===== src/rtl/sipo_frame_rx.sv =====
// Serial-to-parallel framed receiver: start bit 1, WIDTH data bits MSB first, stop bit 0.
// Received words go through a one-entry holding register with a valid/ready handshake.
module sipo_frame_rx #(
  parameter int unsigned WIDTH = 8
) (
  input  logic             clk,
  input  logic             rst,
  input  logic             si,
  output logic [WIDTH-1:0] dout,
  output logic             dout_valid,
  input  logic             dout_ready,
  output logic             frame_err,
  output logic             overrun
);

  localparam int unsigned CW = $clog2(WIDTH + 1);

  typedef enum logic [1:0] {
    S_IDLE  = 2'd0,
    S_SHIFT = 2'd1,
    S_STOP  = 2'd2
  } state_e;

  state_e           state_q, state_d;
  logic [CW-1:0]    cnt_q, cnt_d;
  logic [WIDTH-1:0] shreg_q, shreg_d;
  logic [WIDTH-1:0] dout_q, dout_d;
  logic             dout_valid_q, dout_valid_d;
  logic             frame_err_q, frame_err_d;
  logic             overrun_q, overrun_d;

  logic             accept;
  logic             stop_good;
  logic             load;

  // State and datapath registers
  always_ff @(posedge clk or negedge rst) begin
    if (!rst) begin
      state_q      <= S_IDLE;
      cnt_q        <= '0;
      shreg_q      <= '0;
      dout_q       <= '0;
      dout_valid_q <= 1'b0;
      frame_err_q  <= 1'b0;
      overrun_q    <= 1'b0;
    end else begin
      state_q      <= state_d;
      cnt_q        <= cnt_d;
      shreg_q      <= shreg_d;
      dout_q       <= dout_d;
      dout_valid_q <= dout_valid_d;
      frame_err_q  <= frame_err_d;
      overrun_q    <= overrun_d;
    end
  end

  // Next-state logic
  always_comb begin
    state_d = state_q;
    case (state_q)
      S_IDLE:  if (si) state_d = S_SHIFT;
      S_SHIFT: if (cnt_q == CW'(WIDTH - 1)) state_d = S_STOP;
      S_STOP:  state_d = S_IDLE;
      default: state_d = S_IDLE;
    endcase
  end

  // Datapath and flag logic; a good frame may land in a register being drained this edge
  always_comb begin
    cnt_d        = cnt_q;
    shreg_d      = shreg_q;
    dout_d       = dout_q;
    dout_valid_d = dout_valid_q;
    frame_err_d  = 1'b0;
    overrun_d    = 1'b0;

    accept    = dout_valid_q & dout_ready;
    stop_good = (state_q == S_STOP) & ~si;
    load      = stop_good & (~dout_valid_q | dout_ready);

    case (state_q)
      S_IDLE: begin
        if (si) cnt_d = '0;
      end
      S_SHIFT: begin
        shreg_d = {shreg_q[WIDTH-2:0], si};
        cnt_d   = cnt_q + CW'(1);
      end
      S_STOP: begin
        frame_err_d = si;
        overrun_d   = stop_good & dout_valid_q & ~dout_ready;
      end
      default: ;
    endcase

    if (load) begin
      dout_d       = shreg_q;
      dout_valid_d = 1'b1;
    end else if (accept) begin
      dout_valid_d = 1'b0;
    end
  end

  assign dout       = dout_q;
  assign dout_valid = dout_valid_q;
  assign frame_err  = frame_err_q;
  assign overrun    = overrun_q;

endmodule


===== config.mk =====
export PLATFORM = sky130hd
export DESIGN_NAME = sipo_frame_rx
export DESIGN_NICKNAME = d
export VERILOG_FILES = /design/src/rtl/sipo_frame_rx.sv
export SDC_FILE = /design/constraint.sdc
export NUM_CORES = 1
export LEC_CHECK = 0
export CAP_MARGIN = 20
export CORE_AREA = 8 8 56 54
export CTS_CLUSTER_DIAMETER = 100
export DETAILED_ROUTE_END_ITERATION = 6
export DIE_AREA = 0 0 64 62
export PLACE_DENSITY = 0.72
export SYNTH_ARGS = -nofsm -noshare
export SYNTH_HDL_FRONTEND = slang
export SYNTH_SLANG_ARGS = --single-unit
export TNS_END_PERCENT = 1

===== constraint.sdc =====
create_clock -name clk -period 1.67 [get_ports clk]
set_input_delay 0.501 -clock clk [delete_from_list [all_inputs] [get_ports clk]]
set_output_delay 0.501 -clock clk [all_outputs]
set_load 0.1 [all_outputs]

==> reports/results.txt <==
Tmin final: 1430 ps
Max clock buf depth: 2
Chip Width: 64 µm
Crit Path Class: reg -> out
fin cells: 131
syn nets: 89
DRC: 0
Initial Util: 0.478
R2R depth: 3
crit end category: output port
max cap viols: 0
Synth Area in Simple Gates: 0.194
CP max stage delay: 440 ps
Worst R2R Start: state_q[0]
WP buf/inv: 1
RSZ-0062 raised after global routing: no
Post-Syn Area: 985 µm²
final worst clock skew: 8.83 ps
final-report hold violation count: 0
Hold Crit Depth: 2
outcome: finished, final reports clean
CTS sink cnt: 25
placed cell count: 127
Die Ht: 62 µm
Required @ worst endpoint: 1170 ps
Ant. Diodes: 0
Avg Cell Area, Syn: 11.7 µm²
Post-Synth XOR/XNOR Area: 0
gr usage total: 0.0964
via count: 667
setup bufs post-CTS: 0
fraction of final layout cells sized beyond drive strength 1: 0.298
post-synthesis cell type count: 18
crit-path cells: buf_12
wire per inst: 12.7 µm
CTS tree: done
Worst-Margin Slew: 295 ps
number of global-route vias before repair: 678
clk_lat worst skew: 320 ps
WP data arrival: 930 ps
DR iter-0 viols: 25
gp weighted congestion: 0.756
mux share of post-synthesis cell area: 0.103
crit path launch type: flip-flop
Met1 Wirelength: 695 µm
Setup-failing EPs final: 0
crit share post-route: 0.859
via/cell ratio: 5.09
WL met2: 827 µm
Final nets: 110
Leakage: 0.641 nW
commonest non-fill, non-tap cells in the layout: 29 x nand2_1, 24 x dfrtp_1, 11 x buf_12, 9 x mux2_2, 4 x buf_4
Max rail drop VDD: 1380 µV
main combinational cell family by area after synthesis: simple AND/OR/NAND/NOR gates
Mapped Cells: 84
hold slack: 505 ps
worst setup path start: dout[2]
antenna violations before repair: 0
Final Routed Wirelength: 1.66 mm
Num CTS Buffers: 3
antenna viol nets, final: 0
yosys warns: 0
Synth-to-Final Area Change: 33.8%
FMAX: 697 MHz
min-delay worst type: reg -> reg
Worst path slowest cell: dfrtp_1
Tot Pwr: 0.00275 W
Top Ports: 15
port bufs: 14
H-tree depth: 1
DRT Pass-1 Iters: 4
Root Driver: clkbuf_4
hpwl dp: 1.26 mm
Reg clk slew, reported paths: 130 ps
Hold Startpoint: shreg_q[7]
largest net degree at the start of global routing: 26
sequential share of the synthesized area: 0.635
Core Region: 2060 µm²
Crit path max-delay family: flip-flops
max-slew violations: 0
most common cell after layout, fill and taps aside: nand2_1
row count: 16
CTS Hold Bufs: 0
Die ar.: 3970 µm²
pwr dens: 2090 nW/µm²
Worst slew margin: 0.801
metal3 WL: 84 µm
max layer used: met4
total grt overflow: 0
adder-cell share of the synthesized area: 0.0127
first-pass GRT wire length: 2.97 mm
register bit total from synthesis: 25
critical path depth in cells: 1
post-cts resize count: 0
post-synthesis compound-gate area fraction: 0.0445
worst-path fanout max: 2
Util after Layout: 0.639
[synthesized netlist by cell type]
cell type  instances  area, µm²
a21oi_1            1       5.00
a22o_1             2       17.5
and3b_1            1       8.76
buf_2              2       10.0
dfrtp_1           25        626
ha_1               1       12.5
mux2_2             9        101
nand2_1           29        109
nand2b_1           2       12.5
nand3_1            2       10.0
nand3_4            1       17.5
nor2_1             3       11.3
nor2_4             1       11.3
nor2b_1            1       6.26
nor3_1             1       5.00
o21ai_0            1       5.00
o21bai_1           1       7.51
o311ai_0           1       8.76
[registers in the layout, indices dropped and copies added, names as in the netlist]
name,count
frame_err,1
dout,8
state_q,2
dout_valid,1
overrun,1
shreg_q,8
cnt_q,4
[power breakdown]
part | internal (W) | switching, W | leakage (nW)
clock | 0.0000896 | 0.000171 | 0.0177
sequential | 0.000839 | 0.000229 | 0.322
combinational | 0.000566 | 0.000858 | 0.301
total | 0.00149 | 0.00126 | 0.641
[layer usage]
layer,track usage,up-vias
met5,0,-
met4,0.0921,0
met3,0.0215,5
met2,0.162,19
met1,0.101,324
li1,-,319
[through the flow]
step,setup slack [ps],cell area (µm²),TNS (ps)
2_1_floorplan,187,986,0
6_report,236,1320,0
5_1_grt,189,1320,0
3_3_place_gp,-72.7,1290,-562
4_1_cts,223,1320,0
3_5_place_dp,-89.1,1290,-658
[path summary, 6_finish.rpt]
path	slack, ps	to
worst max register to register	410	cnt_q[1]
worst max-delay path	240	dout[2]
worst min-delay path	500	shreg_q[7]
min in group asynchronous	520	dout[2]
max in group asynchronous	890	dout_valid
worst min register to register	500	shreg_q[7]
[kinds of logic after synthesis]
group / count (synthesis)
and+or+nand+nor: 41
DFF: 25
muxes: 9
AOI/OAI and AO/OA: 6
buffers and inverters: 2
adders and majority gates: 1
[cell type report]
| class | count | area [µm²] |
|---|---|---|
| Multi-Input combinational cell | 57 | 349 |
| Timing Repair Buffer | 18 | 280 |
| Clock buffer | 3 | 22.5 |
| Tap cell | 27 | 33.8 |
| Sequential cell | 25 | 627 |
| Clock inverter | 1 | 5.00 |
| Fill cell | 153 | 744 |
[worst reg2reg max path, cell delays in order (launching register included)]
cell	delay, ps
dfrtp_1	530
nor2b_1	320
buf_4	200
a22o_1	150
(Power assumes the default switching activity.)
